### config.mk
export PLATFORM = sky130hd
export DESIGN_NAME = pll_reconfig_ctrl
export DESIGN_NICKNAME = d
export VERILOG_FILES = /design/src/rtl/pll_reconfig_ctrl.sv
export SDC_FILE = /design/constraint.sdc
export NUM_CORES = 1
export LEC_CHECK = 0
export CAP_MARGIN = 40
export CORE_MARGIN = 3
export CORE_UTILIZATION = 40
export CTS_CLUSTER_DIAMETER = 200
export DETAILED_ROUTE_END_ITERATION = 10
export SETUP_SLACK_MARGIN = 0.15
export SLEW_MARGIN = 20
export SYNTH_ARGS = -nofsm -noshare
export SYNTH_HDL_FRONTEND = slang
export SYNTH_SLANG_ARGS = --single-unit
### constraint.sdc
create_clock -name clock_in -period 2.3 [get_ports clock_in]
set_input_delay 0.345 -clock clock_in [delete_from_list [all_inputs] [get_ports clock_in]]
set_output_delay 0.345 -clock clock_in [all_outputs]
set_load 0.02 [all_outputs]
### src/rtl/pll_reconfig_ctrl.sv
// PLL reconfiguration / lock-qualification controller.
// Sequences PLL reset, waits for lock with timeout and bounded retries,
// qualifies lock stability, then runs. New divider sets are accepted in
// RUN or FAIL.
// Ports:
//   clock_in, reset          : single clock, synchronous active-high reset
//   cfg_valid/cfg_ready      : divider-set handshake, cfg_*sel payload
//   pll_locked               : raw PLL lock (asynchronous)
//   pll_reset, pll_*sel      : PLL control outputs
//   clock_ok, user_reset     : qualified-clock status and downstream reset
//   error, lock_lost         : lock acquisition failure / sticky loss flag
//   retry_count              : failed attempts in the current sequence
module pll_reconfig_ctrl #(
    parameter int unsigned RESET_CYCLES        = 16,
    parameter int unsigned LOCK_STABLE_CYCLES  = 1024,
    parameter int unsigned LOCK_TIMEOUT_CYCLES = 100000,
    parameter int unsigned MAX_RETRIES         = 3,
    parameter logic [5:0]  DEF_IDSEL           = 6'd60,
    parameter logic [5:0]  DEF_FBDSEL          = 6'd63,
    parameter logic [5:0]  DEF_ODSEL           = 6'd48
) (
    input  logic       clock_in,
    input  logic       reset,
    input  logic       cfg_valid,
    output logic       cfg_ready,
    input  logic [5:0] cfg_idsel,
    input  logic [5:0] cfg_fbdsel,
    input  logic [5:0] cfg_odsel,
    input  logic       pll_locked,
    output logic       pll_reset,
    output logic [5:0] pll_idsel,
    output logic [5:0] pll_fbdsel,
    output logic [5:0] pll_odsel,
    output logic       clock_ok,
    output logic       user_reset,
    output logic       error,
    output logic       lock_lost,
    output logic [1:0] retry_count
);

    localparam int unsigned RST_W    = (RESET_CYCLES > 1) ? $clog2(RESET_CYCLES) : 1;
    localparam int unsigned TO_W     = (LOCK_TIMEOUT_CYCLES > 1) ? $clog2(LOCK_TIMEOUT_CYCLES) : 1;
    localparam int unsigned STB_W    = (LOCK_STABLE_CYCLES > 1) ? $clog2(LOCK_STABLE_CYCLES) : 1;
    localparam int unsigned RST_LAST = (RESET_CYCLES > 0) ? RESET_CYCLES - 1 : 0;
    localparam int unsigned TO_LAST  = (LOCK_TIMEOUT_CYCLES > 0) ? LOCK_TIMEOUT_CYCLES - 1 : 0;
    // The lock_s=1 cycle that leaves WAIT_LOCK is the first stable cycle,
    // so QUALIFY needs LOCK_STABLE_CYCLES-1 more.
    localparam int unsigned STB_LAST = (LOCK_STABLE_CYCLES > 1) ? LOCK_STABLE_CYCLES - 2 : 0;

    typedef enum logic [2:0] {
        PLL_RST   = 3'd0,
        WAIT_LOCK = 3'd1,
        QUALIFY   = 3'd2,
        RUN       = 3'd3,
        FAIL      = 3'd4
    } state_t;

    state_t           state, state_nxt;
    logic [RST_W-1:0] rst_cnt, rst_cnt_nxt;
    logic [TO_W-1:0]  to_cnt, to_cnt_nxt;
    logic [STB_W-1:0] stb_cnt, stb_cnt_nxt;
    logic [1:0]       retry_nxt;
    logic [5:0]       idsel_nxt, fbdsel_nxt, odsel_nxt;
    logic             pll_reset_nxt, clock_ok_nxt, error_nxt, lock_lost_nxt;
    logic             cfg_ready_nxt, user_reset_nxt;
    logic             take;
    logic             lock_meta, lock_s;

    // Two-flop lock synchronizer
    always_ff @(posedge clock_in) begin
        if (reset) begin
            lock_meta <= 1'b0;
            lock_s    <= 1'b0;
        end else begin
            lock_meta <= pll_locked;
            lock_s    <= lock_meta;
        end
    end

    // State and output registers
    always_ff @(posedge clock_in) begin
        if (reset) begin
            state       <= PLL_RST;
            rst_cnt     <= '0;
            to_cnt      <= '0;
            stb_cnt     <= '0;
            retry_count <= 2'd0;
            pll_reset   <= 1'b1;
            pll_idsel   <= DEF_IDSEL;
            pll_fbdsel  <= DEF_FBDSEL;
            pll_odsel   <= DEF_ODSEL;
            clock_ok    <= 1'b0;
            user_reset  <= 1'b1;
            cfg_ready   <= 1'b0;
            error       <= 1'b0;
            lock_lost   <= 1'b0;
        end else begin
            state       <= state_nxt;
            rst_cnt     <= rst_cnt_nxt;
            to_cnt      <= to_cnt_nxt;
            stb_cnt     <= stb_cnt_nxt;
            retry_count <= retry_nxt;
            pll_reset   <= pll_reset_nxt;
            pll_idsel   <= idsel_nxt;
            pll_fbdsel  <= fbdsel_nxt;
            pll_odsel   <= odsel_nxt;
            clock_ok    <= clock_ok_nxt;
            user_reset  <= user_reset_nxt;
            cfg_ready   <= cfg_ready_nxt;
            error       <= error_nxt;
            lock_lost   <= lock_lost_nxt;
        end
    end

    // Next-state and next-output logic
    always_comb begin
        state_nxt     = state;
        rst_cnt_nxt   = rst_cnt;
        to_cnt_nxt    = to_cnt;
        stb_cnt_nxt   = stb_cnt;
        retry_nxt     = retry_count;
        pll_reset_nxt = pll_reset;
        idsel_nxt     = pll_idsel;
        fbdsel_nxt    = pll_fbdsel;
        odsel_nxt     = pll_odsel;
        clock_ok_nxt  = clock_ok;
        error_nxt     = error;
        lock_lost_nxt = lock_lost;
        take          = 1'b0;

        case (state)
            PLL_RST: begin
                pll_reset_nxt = 1'b1;
                if (rst_cnt == RST_W'(RST_LAST)) begin
                    state_nxt     = WAIT_LOCK;
                    rst_cnt_nxt   = '0;
                    to_cnt_nxt    = '0;
                    pll_reset_nxt = 1'b0;
                end else begin
                    rst_cnt_nxt = rst_cnt + RST_W'(1);
                end
            end
            WAIT_LOCK: begin
                pll_reset_nxt = 1'b0;
                // Saturating: QUALIFY can hand back an already-expired count
                to_cnt_nxt = (to_cnt >= TO_W'(TO_LAST)) ? to_cnt : to_cnt + TO_W'(1);
                if (lock_s) begin
                    stb_cnt_nxt = '0;
                    if (LOCK_STABLE_CYCLES <= 1) begin
                        state_nxt    = RUN;
                        clock_ok_nxt = 1'b1;
                        retry_nxt    = 2'd0;
                    end else begin
                        state_nxt = QUALIFY;
                    end
                end else if (to_cnt >= TO_W'(TO_LAST)) begin
                    pll_reset_nxt = 1'b1;
                    if (retry_count < 2'(MAX_RETRIES)) begin
                        retry_nxt   = retry_count + 2'd1;
                        rst_cnt_nxt = '0;
                        state_nxt   = PLL_RST;
                    end else begin
                        error_nxt = 1'b1;
                        state_nxt = FAIL;
                    end
                end
            end
            QUALIFY: begin
                to_cnt_nxt = (to_cnt >= TO_W'(TO_LAST)) ? to_cnt : to_cnt + TO_W'(1);
                if (!lock_s) begin
                    state_nxt = WAIT_LOCK;
                end else if (stb_cnt == STB_W'(STB_LAST)) begin
                    state_nxt    = RUN;
                    clock_ok_nxt = 1'b1;
                    retry_nxt    = 2'd0;
                end else begin
                    stb_cnt_nxt = stb_cnt + STB_W'(1);
                end
            end
            RUN: begin
                // Lock loss wins over a concurrent transfer
                if (!lock_s) begin
                    lock_lost_nxt = 1'b1;
                    clock_ok_nxt  = 1'b0;
                    retry_nxt     = 2'd0;
                    rst_cnt_nxt   = '0;
                    pll_reset_nxt = 1'b1;
                    state_nxt     = PLL_RST;
                end else begin
                    take = cfg_valid & cfg_ready;
                end
            end
            FAIL: begin
                pll_reset_nxt = 1'b1;
                error_nxt     = 1'b1;
                clock_ok_nxt  = 1'b0;
                take          = cfg_valid & cfg_ready;
            end
            default: begin
                state_nxt     = PLL_RST;
                rst_cnt_nxt   = '0;
                pll_reset_nxt = 1'b1;
                clock_ok_nxt  = 1'b0;
            end
        endcase

        // Accepted divider set: latch selects and restart the sequence
        if (take) begin
            idsel_nxt     = cfg_idsel;
            fbdsel_nxt    = cfg_fbdsel;
            odsel_nxt     = cfg_odsel;
            clock_ok_nxt  = 1'b0;
            error_nxt     = 1'b0;
            lock_lost_nxt = 1'b0;
            retry_nxt     = 2'd0;
            rst_cnt_nxt   = '0;
            pll_reset_nxt = 1'b1;
            state_nxt     = PLL_RST;
        end

        // lock_meta is what lock_s becomes next cycle, so ready drops in the
        // same cycle RUN will see the lock loss
        cfg_ready_nxt  = (state_nxt == FAIL) || ((state_nxt == RUN) && lock_meta);
        user_reset_nxt = !(clock_ok && clock_ok_nxt);
    end

endmodule

==> impl_metrics.json <==
{
  "post_synth_edffs": 0,
  "synth_warnings": 0,
  "max-cap-violations": 0,
  "synthToLayoutAreaGrowth_pct": 29.46,
  "fin_crit_ns": 2.089,
  "crit_chain": "ha_1 -> a21oi_1 -> o311a_1 -> nor4_1 -> nor2_1 -> and3_1 -> o21a_1",
  "timing.critical_path.required_ns": 2.53,
  "antenna_found_initial": 0,
  "synthDistinctLibCells": 49,
  "final.setup.worst_slack_ns": 0.2113,
  "dp_worst_setup_slack_ns": 0.2244,
  "largest_net_degree_at_the_start_of_global_routing": 31,
  "cts_root_buffer": "sky130_fd_sc_hd__clkbuf_8",
  "grt_use_total": 0.1706,
  "worstSetupStartpointType": "flop",
  "powerDensity_nw_per_um2": 595.5,
  "dp_hpwl_um": 4786,
  "cts_sinks": 62,
  "hp-class": "reg -> reg",
  "unrepaired_setup_endpoints_after_global_routing": "yes",
  "fp.dieH_um": 91.54,
  "synthTopCellsByArea": "sky130_fd_sc_hd__dfxtp_1 (42%), sky130_fd_sc_hd__nor2_1 (6.2%), sky130_fd_sc_hd__nand2_1 (3.7%)",
  "layout.cells.non_filler": 496,
  "fin_util": 0.5456,
  "drt.antenna.violating_nets": 0,
  "timing_hold_violations_final": 0,
  "cts_tree": "built",
  "fraction_of_final_layout_cells_sized_beyond_drive_strength_1": 0.1025,
  "fin_skew_ns": 0.006680,
  "startpoint": "to_cnt[0]$_SDFFE_PP0P_",
  "number_of_global_route_vias_before_repair": 2433,
  "cts_max_level": 3,
  "port-buffer-count": 47,
  "power.leakage_nw": 1.395,
  "global_route_wire_length_before_repair_um": 11680,
  "hold_path.startpoint": "clock_ok$_SDFF_PP0_",
  "ctsHoldBuffers": 0,
  "maximum_fanout_encountered_on_the_critical_timing_path": 6,
  "crit_path_max_incr_delay_ns": 0.43,
  "synth_fp_nets": 368,
  "number_of_inserted_diodes": 0,
  "io_pins": 48,
  "clkSlewWorstSetupHoldPaths_ns": 0.07,
  "gp_congestion": 0.8488,
  "synth_sequential_area_ratio": 0.4241,
  "fill_cells": 667,
  "number_of_optimization_iterations_in_the_first_detailed_route_pass": 4,
  "route.vias.total": 2600,
  "cpMaxStageDelayCell": "sky130_fd_sc_hd__dfxtp_1",
  "drc": 0,
  "synthDominantCellAreaShare": 0.4241,
  "post_synth_arst_share": 0,
  "outcome": "complete, no violations",
  "core_area_um2": 6944,
  "syn_avg_cell_area_um2": 8.582,
  "global_route.overflow_total": 0,
  "worst_pin_slew_ns": 0.6308,
  "final-setup-viol-count": 0,
  "postSynthRegisterBits": 62,
  "reg2reg_from": "to_cnt[0]$_SDFFE_PP0P_",
  "ys_dominant_reg_cell": "sky130_fd_sc_hd__dfxtp_1",
  "dpl_cell_area_um2": 3526,
  "placed_cells_incl_taps": 477,
  "postRouteWirelength_um": 6772,
  "floorplan.rows": 30,
  "syn-cell-area_um2": 2927,
  "dieArea_um2": 8379,
  "drt_iter0_drc": 172,
  "timing_max_transition_violations_final": 0,
  "numCtsBuffers": 9,
  "synth_cells": 341,
  "nets": 422,
  "timing.final.crit_share": 0.9081,
  "clkLatencyLatePin_ns": 0.34,
  "timing.setup.tns_ns": 0,
  "number_of_vias_per_cell": 5.242,
  "timing.fmax_mhz": 478.8,
  "floorplan.initialDensity": 0.4214,
  "wl_cell_um": 13.65,
  "critPathArrivalTime_ns": 2.32,
  "timing.max_slew.rel_slack": 0.5786,
  "stdcell_area_um2": 3789,
  "cts_buffer_depth": 2,
  "die_w_um": 91.54,
  "vdd_drop_max_uv": 584.7,
  "crit_type": "reg -> reg",
  "post-synth-top-area-cell": "sky130_fd_sc_hd__dfxtp_1",
  "critPathCaptureType": "flop"
}
[routing by layer]
metal / global-route usage / vias up / part of all wire
met4: 0.06784 / 0 / 0.017
met3: 0.06462 / 10 / 0.091
li1: - / 1318 / -
met1: 0.2383 / 1180 / 0.50
met2: 0.2337 / 92 / 0.39
met5: 0 / - / 0
[power breakdown]
group	total, mW	internal (mW)	switching (mW)
Clock	1.07	0.613	0.455
Sequential	1.09	1.08	0.0100
Combinational	0.0962	0.0550	0.0412
[flip-flops by register name (all words and copies together) (netlist names)]
register,cells
clock_ok,1
lock_s,1
state,3
pll_idsel,6
pll_reset,1
user_reset,1
rst_cnt,4
stb_cnt,10
error,1
pll_odsel,6
pll_fbdsel,6
retry_count,2
cfg_ready,1
lock_lost,1
to_cnt,17
lock_meta,1
[cell families after synthesis]
| logic type | count (synthesis) | share of synthesized area |
|---|---|---|
| AOI/OAI and AO/OA | 68 | 0.1714 |
| adders and majority gates | 5 | 0.02138 |
| xor gates and xnor gates | 20 | 0.05985 |
| muxes | 9 | 0.03078 |
| and+or+nand+nor | 154 | 0.2612 |
| DFF | 62 | 0.4241 |
| buffers and inverters | 23 | 0.03121 |
[cell usage after synthesis, drive strengths merged, types with 9 or more instances]
| cell type | instances |
|---|---|
| nor2 | 48 |
| clkbuf | 12 |
| nand2 | 29 |
| nor2b | 15 |
| a211o | 12 |
| nand3 | 14 |
| xor2 | 10 |
| xnor2 | 10 |
| a21oi | 20 |
| dfxtp | 62 |
| and3 | 11 |
| mux2i | 9 |
[what timing repair did]
item	in CTS	in global routing
setup buffers	0	3
endpoints found under the setup margin	0	15
resized for setup	0	5
[final timing paths]
path | cells after the start | endpoint | slack, ns
max | 7 | retry_count[0]$_SDFFE_PP0P_ | 0.21
min | 1 | user_reset$_SDFF_PP1_ | 0.47
max reg2reg | 7 | retry_count[0]$_SDFFE_PP0P_ | 0.21
min reg2reg | 1 | user_reset$_SDFF_PP1_ | 0.47
[through the flow]
step | hold WS, ns | total power, mW
after floorplan | 0.4379 | 1.156
after global placement | 0.4516 | 1.211
after detailed placement | 0.4577 | 1.212
after CTS | 0.4774 | 2.284
after global routing | 0.5038 | 2.336
final | 0.4696 | 2.256
[critical path, delay by kind of cell, from the launching register on]
kind	cells	cell delay [ns]
DFF	1	0.43
and+or+nand+nor	3	0.70
adders and majority gates	1	0.26
AOI/OAI and AO/OA	3	0.61
[cell type report]
cell class	count	area, um^2	area share
clock inverters	7	97.59	0.02576
repair buffers	60	568.0	0.1499
multi-input cells	256	1615	0.4264
well taps	96	120.1	0.03170
flip-flops and latches	62	1241	0.3276
inverters	6	22.52	0.005945
clock buffers	9	123.9	0.03269
[cells in the final DEF, fill, tap and decap left out, types with 3 or more instances in the layout]
| master | n |
|---|---|
| sky130_fd_sc_hd__nand2b_1 | 5 |
| sky130_fd_sc_hd__a31oi_1 | 3 |
| sky130_fd_sc_hd__dfxtp_1 | 62 |
| sky130_fd_sc_hd__nor2b_1 | 15 |
| sky130_fd_sc_hd__buf_4 | 13 |
| sky130_fd_sc_hd__or3_1 | 4 |
| sky130_fd_sc_hd__a21oi_1 | 20 |
| sky130_fd_sc_hd__clkbuf_8 | 9 |
| sky130_fd_sc_hd__nand2_1 | 28 |
| sky130_fd_sc_hd__nand4_1 | 6 |
| sky130_fd_sc_hd__o21ai_0 | 6 |
| sky130_fd_sc_hd__and3_1 | 11 |
| sky130_fd_sc_hd__inv_1 | 6 |
| sky130_fd_sc_hd__nor2_1 | 47 |
| sky130_fd_sc_hd__nor3_1 | 7 |
| sky130_fd_sc_hd__clkdlybuf4s50_1 | 47 |
| sky130_fd_sc_hd__o21a_1 | 5 |
| sky130_fd_sc_hd__xnor2_1 | 10 |
| sky130_fd_sc_hd__or4_1 | 4 |
| sky130_fd_sc_hd__mux2i_1 | 9 |
| sky130_fd_sc_hd__xor2_1 | 10 |
| sky130_fd_sc_hd__a211o_1 | 12 |
| sky130_fd_sc_hd__nand3_1 | 13 |
| sky130_fd_sc_hd__ha_1 | 5 |
(Power assumes the default switching activity.)
